==> src/rtl/bt_uart_tx.sv <==
// rtl/bt_uart_tx.sv - UART transmitter (8 data bits, 1 stop bit) with a small TX FIFO
//
// Purpose:
//   Serialises bytes queued by control logic onto the HC-06 RXD line.
//   Frames are start(0), 8 data bits LSB first, stop(1). Consecutive queued
//   bytes go out back to back with no idle gap between stop and start.
//   Optional feature macro: UART_TX_PARITY_EN inserts an even-parity bit
//   after data bit 7 (11-bit frames). Undefined by default (8N1).
//
// Parameters:
//   CLK_HZ      system clock frequency in Hz
//   BAUD        line rate; CLK_HZ/BAUD clocks per bit
//   FIFO_DEPTH  TX FIFO entries, power of two, >= 2
//
// Ports:
//   clk       system clock
//   reset     asynchronous, active-high; aborts any frame, empties the FIFO
//   wr_en     push wr_data into the FIFO this cycle
//   wr_data   byte to queue
//   full      FIFO holds FIFO_DEPTH bytes (registered)
//   empty     FIFO holds 0 bytes (registered)
//   level     FIFO occupancy 0..FIFO_DEPTH (registered)
//   overflow  one-cycle pulse: write dropped because the FIFO was full
//   busy      frame in progress (state != IDLE)
//   tx        serial output, idle high, registered

module bt_uart_tx #(
  parameter int CLK_HZ     = 25_000_000,
  parameter int BAUD       = 9600,
  parameter int FIFO_DEPTH = 8
) (
  input  logic                          clk,
  input  logic                          reset,
  input  logic                          wr_en,
  input  logic [7:0]                    wr_data,
  output logic                          full,
  output logic                          empty,
  output logic [$clog2(FIFO_DEPTH):0]   level,
  output logic                          overflow,
  output logic                          busy,
  output logic                          tx
);

  localparam int BAUD_DIV = CLK_HZ / BAUD;
  localparam int CW       = (BAUD_DIV > 1) ? $clog2(BAUD_DIV) : 1;
  localparam int AW       = $clog2(FIFO_DEPTH);
  localparam int LW       = AW + 1;

  typedef enum logic [2:0] {
    S_IDLE,
    S_START,
    S_DATA,
`ifdef UART_TX_PARITY_EN
    S_PARITY,
`endif
    S_STOP
  } state_t;

  state_t        state;
  logic [CW-1:0] cnt;
  logic [2:0]    bit_idx;
  logic [7:0]    shift;
`ifdef UART_TX_PARITY_EN
  logic          par;
`endif

  logic [7:0]    mem [FIFO_DEPTH];
  logic [AW-1:0] wr_ptr;
  logic [AW-1:0] rd_ptr;
  logic [LW-1:0] level_nxt;
  logic [7:0]    head;
  logic          push;
  logic          pop;
  logic          cnt_last;

  assign head     = mem[rd_ptr];
  assign cnt_last = (cnt == CW'(BAUD_DIV - 1));
  // full is the registered flag, so a write while full is dropped even if
  // the FSM pops in the same cycle.
  assign push     = wr_en && !full;
  // Pop on leaving IDLE, or on the last stop-bit clock to chain frames.
  assign pop      = !empty && ((state == S_IDLE) || (state == S_STOP && cnt_last));

  always_comb begin
    level_nxt = level;
    if (push && !pop)
      level_nxt = level + LW'(1);
    else if (pop && !push)
      level_nxt = level - LW'(1);
  end

  // FIFO storage carries no reset; stale entries are unreachable once the
  // pointers are cleared.
  always_ff @(posedge clk) begin
    if (push)
      mem[wr_ptr] <= wr_data;
  end

  always_ff @(posedge clk or posedge reset) begin
    if (reset) begin
      wr_ptr   <= '0;
      rd_ptr   <= '0;
      level    <= '0;
      full     <= 1'b0;
      empty    <= 1'b1;
      overflow <= 1'b0;
    end else begin
      if (push)
        wr_ptr <= wr_ptr + AW'(1);
      if (pop)
        rd_ptr <= rd_ptr + AW'(1);
      overflow <= wr_en && full;
      level    <= level_nxt;
      full     <= (level_nxt == LW'(FIFO_DEPTH));
      empty    <= (level_nxt == '0);
    end
  end

  // tx is registered from the current state, so the line lags the state by
  // one clock; every bit still lasts exactly BAUD_DIV clocks.
  always_ff @(posedge clk or posedge reset) begin
    if (reset) begin
      state   <= S_IDLE;
      cnt     <= '0;
      bit_idx <= '0;
      shift   <= '0;
      busy    <= 1'b0;
      tx      <= 1'b1;
`ifdef UART_TX_PARITY_EN
      par     <= 1'b0;
`endif
    end else begin
      case (state)
        S_IDLE: begin
          tx <= 1'b1;
          if (pop) begin
            shift <= head;
`ifdef UART_TX_PARITY_EN
            par   <= ^head;
`endif
            cnt   <= '0;
            busy  <= 1'b1;
            state <= S_START;
          end
        end

        S_START: begin
          tx <= 1'b0;
          if (cnt_last) begin
            cnt     <= '0;
            bit_idx <= '0;
            state   <= S_DATA;
          end else begin
            cnt <= cnt + CW'(1);
          end
        end

        S_DATA: begin
          tx <= shift[0];
          if (cnt_last) begin
            cnt   <= '0;
            shift <= shift >> 1;
            if (bit_idx == 3'd7) begin
`ifdef UART_TX_PARITY_EN
              state <= S_PARITY;
`else
              state <= S_STOP;
`endif
            end else begin
              bit_idx <= bit_idx + 3'd1;
            end
          end else begin
            cnt <= cnt + CW'(1);
          end
        end

`ifdef UART_TX_PARITY_EN
        S_PARITY: begin
          tx <= par;
          if (cnt_last) begin
            cnt   <= '0;
            state <= S_STOP;
          end else begin
            cnt <= cnt + CW'(1);
          end
        end
`endif

        S_STOP: begin
          tx <= 1'b1;
          if (cnt_last) begin
            cnt <= '0;
            if (pop) begin
              shift <= head;
`ifdef UART_TX_PARITY_EN
              par   <= ^head;
`endif
              state <= S_START;
            end else begin
              busy  <= 1'b0;
              state <= S_IDLE;
            end
          end else begin
            cnt <= cnt + CW'(1);
          end
        end

        default: begin
          tx    <= 1'b1;
          busy  <= 1'b0;
          cnt   <= '0;
          state <= S_IDLE;
        end
      endcase
    end
  end

endmodule

==> config.mk <==
export PLATFORM = sky130hd
export DESIGN_NAME = bt_uart_tx
export DESIGN_NICKNAME = d
export VERILOG_FILES = /design/src/rtl/bt_uart_tx.sv
export SDC_FILE = /design/constraint.sdc
export NUM_CORES = 1
export LEC_CHECK = 0
export CORE_ASPECT_RATIO = 1.2
export CORE_UTILIZATION = 25
export CTS_BUF_LIST = sky130_fd_sc_hd__clkbuf_8
export DETAILED_ROUTE_END_ITERATION = 7
export PLACE_DENSITY = 0.39
export SETUP_SLACK_MARGIN = 0.5
export SLEW_MARGIN = 20
export SYNTH_ARGS = -nofsm -noshare
export SYNTH_HDL_FRONTEND = slang
export SYNTH_SLANG_ARGS = --single-unit
==> constraint.sdc <==
create_clock -name clk -period 3.55 [get_ports clk]
set_input_delay 0.8875 -clock clk [delete_from_list [all_inputs] [get_ports clk]]
set_output_delay 0.8875 -clock clk [all_outputs]
set_load 0.005 [all_outputs]
Word level (Yosys, flattened, before mapping)
Memories as Yosys holds them, arrays and structs flattened. Cells that the tools add are included.

Register bits after elaboration: 41. Bits in writable memories: 64. Input port bits: 11. Output and inout port bits: 9. Logic and storage cells: 81. Memories: 1.

Add/subtract/negate cells: 6. Equal/unequal tests: 13. Muxes and demuxes: 27. Bitwise gates (word level): 1. Reduce and logical (&&, ||, !) cells: 21.

Memories: mem (words 8, bits a word 8, rd ports 1, clocked after Yosys merged registers in 0, wr ports 1, RTL line 67) `logic [7:0] mem [FIFO_DEPTH];`.

Operators with widths (number): $mux W12 (2); $mux W3 (8); $mux W8 (3); $pmux W12 S2 (1); $pmux W8 S3 (1); $ne A2 B2 Y1 const B (7); $add A12 B1 Y12 const B (1); $eq A12 B12 Y1 const B (1); $pmux W3 S4 (1); $add A3 B1 Y3 const B (3); $mux W4 (2); $reduce_and A4 Y1 (2); $eq A3 B2 Y1 const B (2); $logic_and A1 B1 Y1 (6); $mux W1 (6); $pmux W3 S2 (1); $reduce_and A5 Y1 (1); $add A4 B1 Y4 const B (1); $eq A4 B4 Y1 const B (1); $logic_not A1 Y1 (4); $logic_not A4 Y1 (1); $sub A4 B1 Y4 const B (1); $eq A3 B1 Y1 const B (1); $eq A3 B3 Y1 const B (1); 10 further kinds (10).

Longest topological paths before layout
Depth after elaboration: 8. Gate-level depth with buffers: 9.

Worst setup path after synthesis
No wires, ideal clock.

Kind: input port to flip-flop. Start point: input wr_en. End point: memory mem[0][0] (enable). Setup time: 0.383 ns. Arrival time: 1.884 ns. Required time: 3.167 ns. Path slack: 1.283 ns. Stages: 4. Buffers on the path: 1. Cell sequence: nor2b_1 -> buf_4 -> nand2b_1 -> nor3_1.

Word-level cells in the longest chain between the ends: 3.

Ends and longest elaborated chain: start, declared (RTL line 34) `input logic wr_en,`; $logic_and A1 B1 Y1 (RTL line 80) `assign push = wr_en && !full;`; $mux W1 (RTL line 95) `if (push)`; $mux W1 (not written as such) (RTL line 96) `mem[wr_ptr] <= wr_data;`; end, declared (RTL line 67).

Every way passes these cells.

Worst setup path in the final report
Start point: register empty. End point: output empty.

RTL lines: start, declared (RTL line 37) `output logic empty,`; start signal, assigned (RTL line 115) `empty <= (level_nxt == '0);`.

No word-level cell between the ends.

==> impl_results.md <==
- Ys async rst share: 38.5%
- Mapped Area: between 4000 and 5000 sq um
- Placement Cell Area: 5070 sq um
- Skew-Pair Late Insertion Delay: roughly 0.39 ns
- Wire length per cell: between 15 and 20 um
- Post-Syn Nets: about 340
- Post-CTS sizing: 0
- Initial Utilization: between 20% and 30%
- Outcome: finished clean
- WS Path Type: register to output pin
- Slew HR: roughly half
- CTS tree: built
- Worst-path clk slew: roughly 0.11 ns
- Die H: 150 um
- Final Hold Viols: 0
- Top_reg_cell synth: edfxtp_1
- Largest delay share family, worst path: flip-flops
- Cell chain of the critical path: clkdlybuf4s50_1
- Max Used Layer: met4
- First-pass DRT Iterations: 4
- Row count: 53
- Setup TNS: 0 ns
- Gp weighted congestion: 0.710
- Worst Hold Class: register to register
- ANT nets after route: 0
- Synth warn: 0
- Design Area, Final: between 5000 and 6000 sq um
- Worst Path Max Fanout: 8
- Register area share after synthesis: about 64%
- DR vias/cell: roughly 4.5
- Share of layout cells above drive strength 1: 17.6%
- Power per cell area: roughly 530 nW/um^2
- NumNets Final: ~370
- Metal2 WL: 4.39 mm
- LEAKAGE: 0.00189 uW
- Die area: approximately 19000 sq um
- Postcts setup bufs: 0
- Max_cap viols: 0
- Pin count of the biggest net entering global routing: 41
- GRT Residual Overflow: 0
- IO buf count: 19
- Post-synth top area share: between 40% and 50%
- Fmax: just under 400 MHz
- CTS Root Cell: clkbuf_8
- Most numerous cell in the Yosys netlist: edfxtp_1
- CP bufs+invs: 1
- Synth area leaders: edfxtp_1 42%, dfrtp_1 21%, mux4_2 7.9%, o21ai_0 3.1%, ha_1 3.0%
- CP Capture Type: output pin
- I/O pins: 20
- Worst Max-Slew Pin Slew: a little under 0.8 ns
- Max-slew violation count: 0
- DRC errors left: 0
- Layout Skew: approximately 0.014 ns
- Antenna cell count: 0
- Fill cells: approximately 1800
- CP arrival: between 1.5 and 2 ns
- Yosys cell types: 50
- Routed wl met3: about 210 um
- Syn Inst Count: ~320
- Minimum clock period: 2.52 ns
- Vias in the first global route: between 2000 and 3000
- Setup Viol. Count Final: 0
- DRT met1 WL: approximately 4.2 mm
- Maximum VDD drop: 0.217 mV
- Mean Syn Cell Area: 14.2 sq um
- Req. time, crit path: 2.66 ns
- CP max stage delay: roughly 0.70 ns
- Post-DP HPWL: 6.06 mm
- Total power: approximately 2800 uW
- Yosys top cell by area: edfxtp_1
- Clock tree sinks: about 100
- CTS H-tree depth: 3
- All-Layer GR Usage: between 10% and 20%
- Initial antenna violation count: 0
- Yosys reg bits: around 100
- First-pass GRT wire length: ~15 mm
- Vias: ~2600
- Slowest cell on crit path: dfstp_2
- Synth-to-Final Area Change: 15.5%
- WL final: ~8.9 mm
- Commonest cells post-synth: 64 x edfxtp_1, 38 x dfrtp_1, 33 x nand2_1
- Fin crit share: 71.1%
- Num CTS Buffers: 9
- Number of hold buffers added after cts: 0
- Startpoint Class: register
- Die width: about 130 um
- Core area: about 18000 sq um
- Post-synth EDFFs: 64
- Clk buf depth: 2
- DR iter-0 viols: between 150 and 200
- RSZ-0062 raised after global routing: false
==> layout make-up <==
class,count,area [sq um],area share [%]
inverters,7,26.3,0.497
clock buffers,9,124,2.34
repair buffers,31,280,5.30
well taps,220,275,5.21
clock inverters,7,85.1,1.61
multi-input cells,199,1570,29.7
flip-flops and latches,104,2930,55.4
==> placed cells by master (no fill, tap or decap), drive strengths merged, types with 2 or more instances in the layout <==
cell and count:
edfxtp 64, mux4 16, buf 12, o31ai 3
clkdlybuf4s50 19, clkinv 5, clkbuf 9, nand3 7
nor4b 2, a21oi 13, a211oi 2, and3 9
and2 2, mux2 2, nor2 21, a22oi 3
xor2 4, ha 11, inv 8, o21ai 33
dfstp 2, o21a 2, dfrtp 38, nor3 5
nand2b 4, nand2 33, xnor2 6, a311oi 2
mux2i 9
==> state kept, by name, summed over array words and instances, names as in the netlist <==
name / flops
mem: 64
cnt: 12
shift: 8
level: 4
bit_idx: 3
rd_ptr: 3
wr_ptr: 3
state: 2
busy: 1
empty: 1
full: 1
overflow: 1
tx: 1
==> layer usage <==
| layer | track usage, % | vias to the layer above |
|---|---|---|
| met5 | 0 | - |
| met4 | 4.21 | 0 |
| met3 | 3.13 | 12 |
| met2 | 17.3 | 23 |
| met1 | 13.1 | 1308 |
| li1 | - | 1264 |
==> report_power, final <==
part | switching (uW) | total, uW | internal (uW)
clock network | 472 | 753 | 281
logic | 235 | 473 | 238
registers | 100 | 1560 | 1460
==> metrics by stage <==
| step | util (%) | setup WS, ns | instances | hold WS, ns |
|---|---|---|---|---|
| after floorplan | - | 1.28 | 322 | 0.449 |
| after global placement | 28.7 | 1.03 | 561 | 0.467 |
| after detailed placement | 28.7 | 1.01 | 561 | 0.475 |
| after CTS | 29.8 | 0.979 | 577 | 0.502 |
| after global routing | 29.8 | 0.951 | 577 | 0.525 |
| final | 29.8 | 1.03 | 577 | 0.493 |
==> kinds of logic (layout without fill, tap and decap cells) <==
kind of cell	count (synthesis)	count (layout)	synth area share [%]
flip-flops	104	104	63.9
AND/OR/NAND/NOR	89	89	9.93
AO/OA/AOI/OAI	62	62	8.91
multiplexers	27	27	10.3
buffers and inverters	19	54	1.80
adder cells (fa/ha/maj)	11	11	3.01
XOR/XNOR	10	10	2.08
==> worst paths after layout <==
| check | start | endpoint | slack (ns) | cells past startpoint |
|---|---|---|---|---|
| worst max-delay path | empty | empty | 1.03 | 1 |
| worst min-delay path | shift[1] | shift[1] | 0.49 | 2 |
| worst max register to register | cnt[0] | empty | 1.37 | 8 |
| worst min register to register | shift[1] | shift[1] | 0.49 | 2 |
| max in group asynchronous | reset | tx | 2.24 | 3 |
| min in group asynchronous | reset | overflow | 0.92 | 3 |
==> tightest hold or removal path, cell delays in order, from the launching register on <==
cell,delay [ns]
dfrtp_1,0.36
nand2_1,0.05
o21ai_1,0.06
Note: power is estimated with default switching activity, not from simulation.
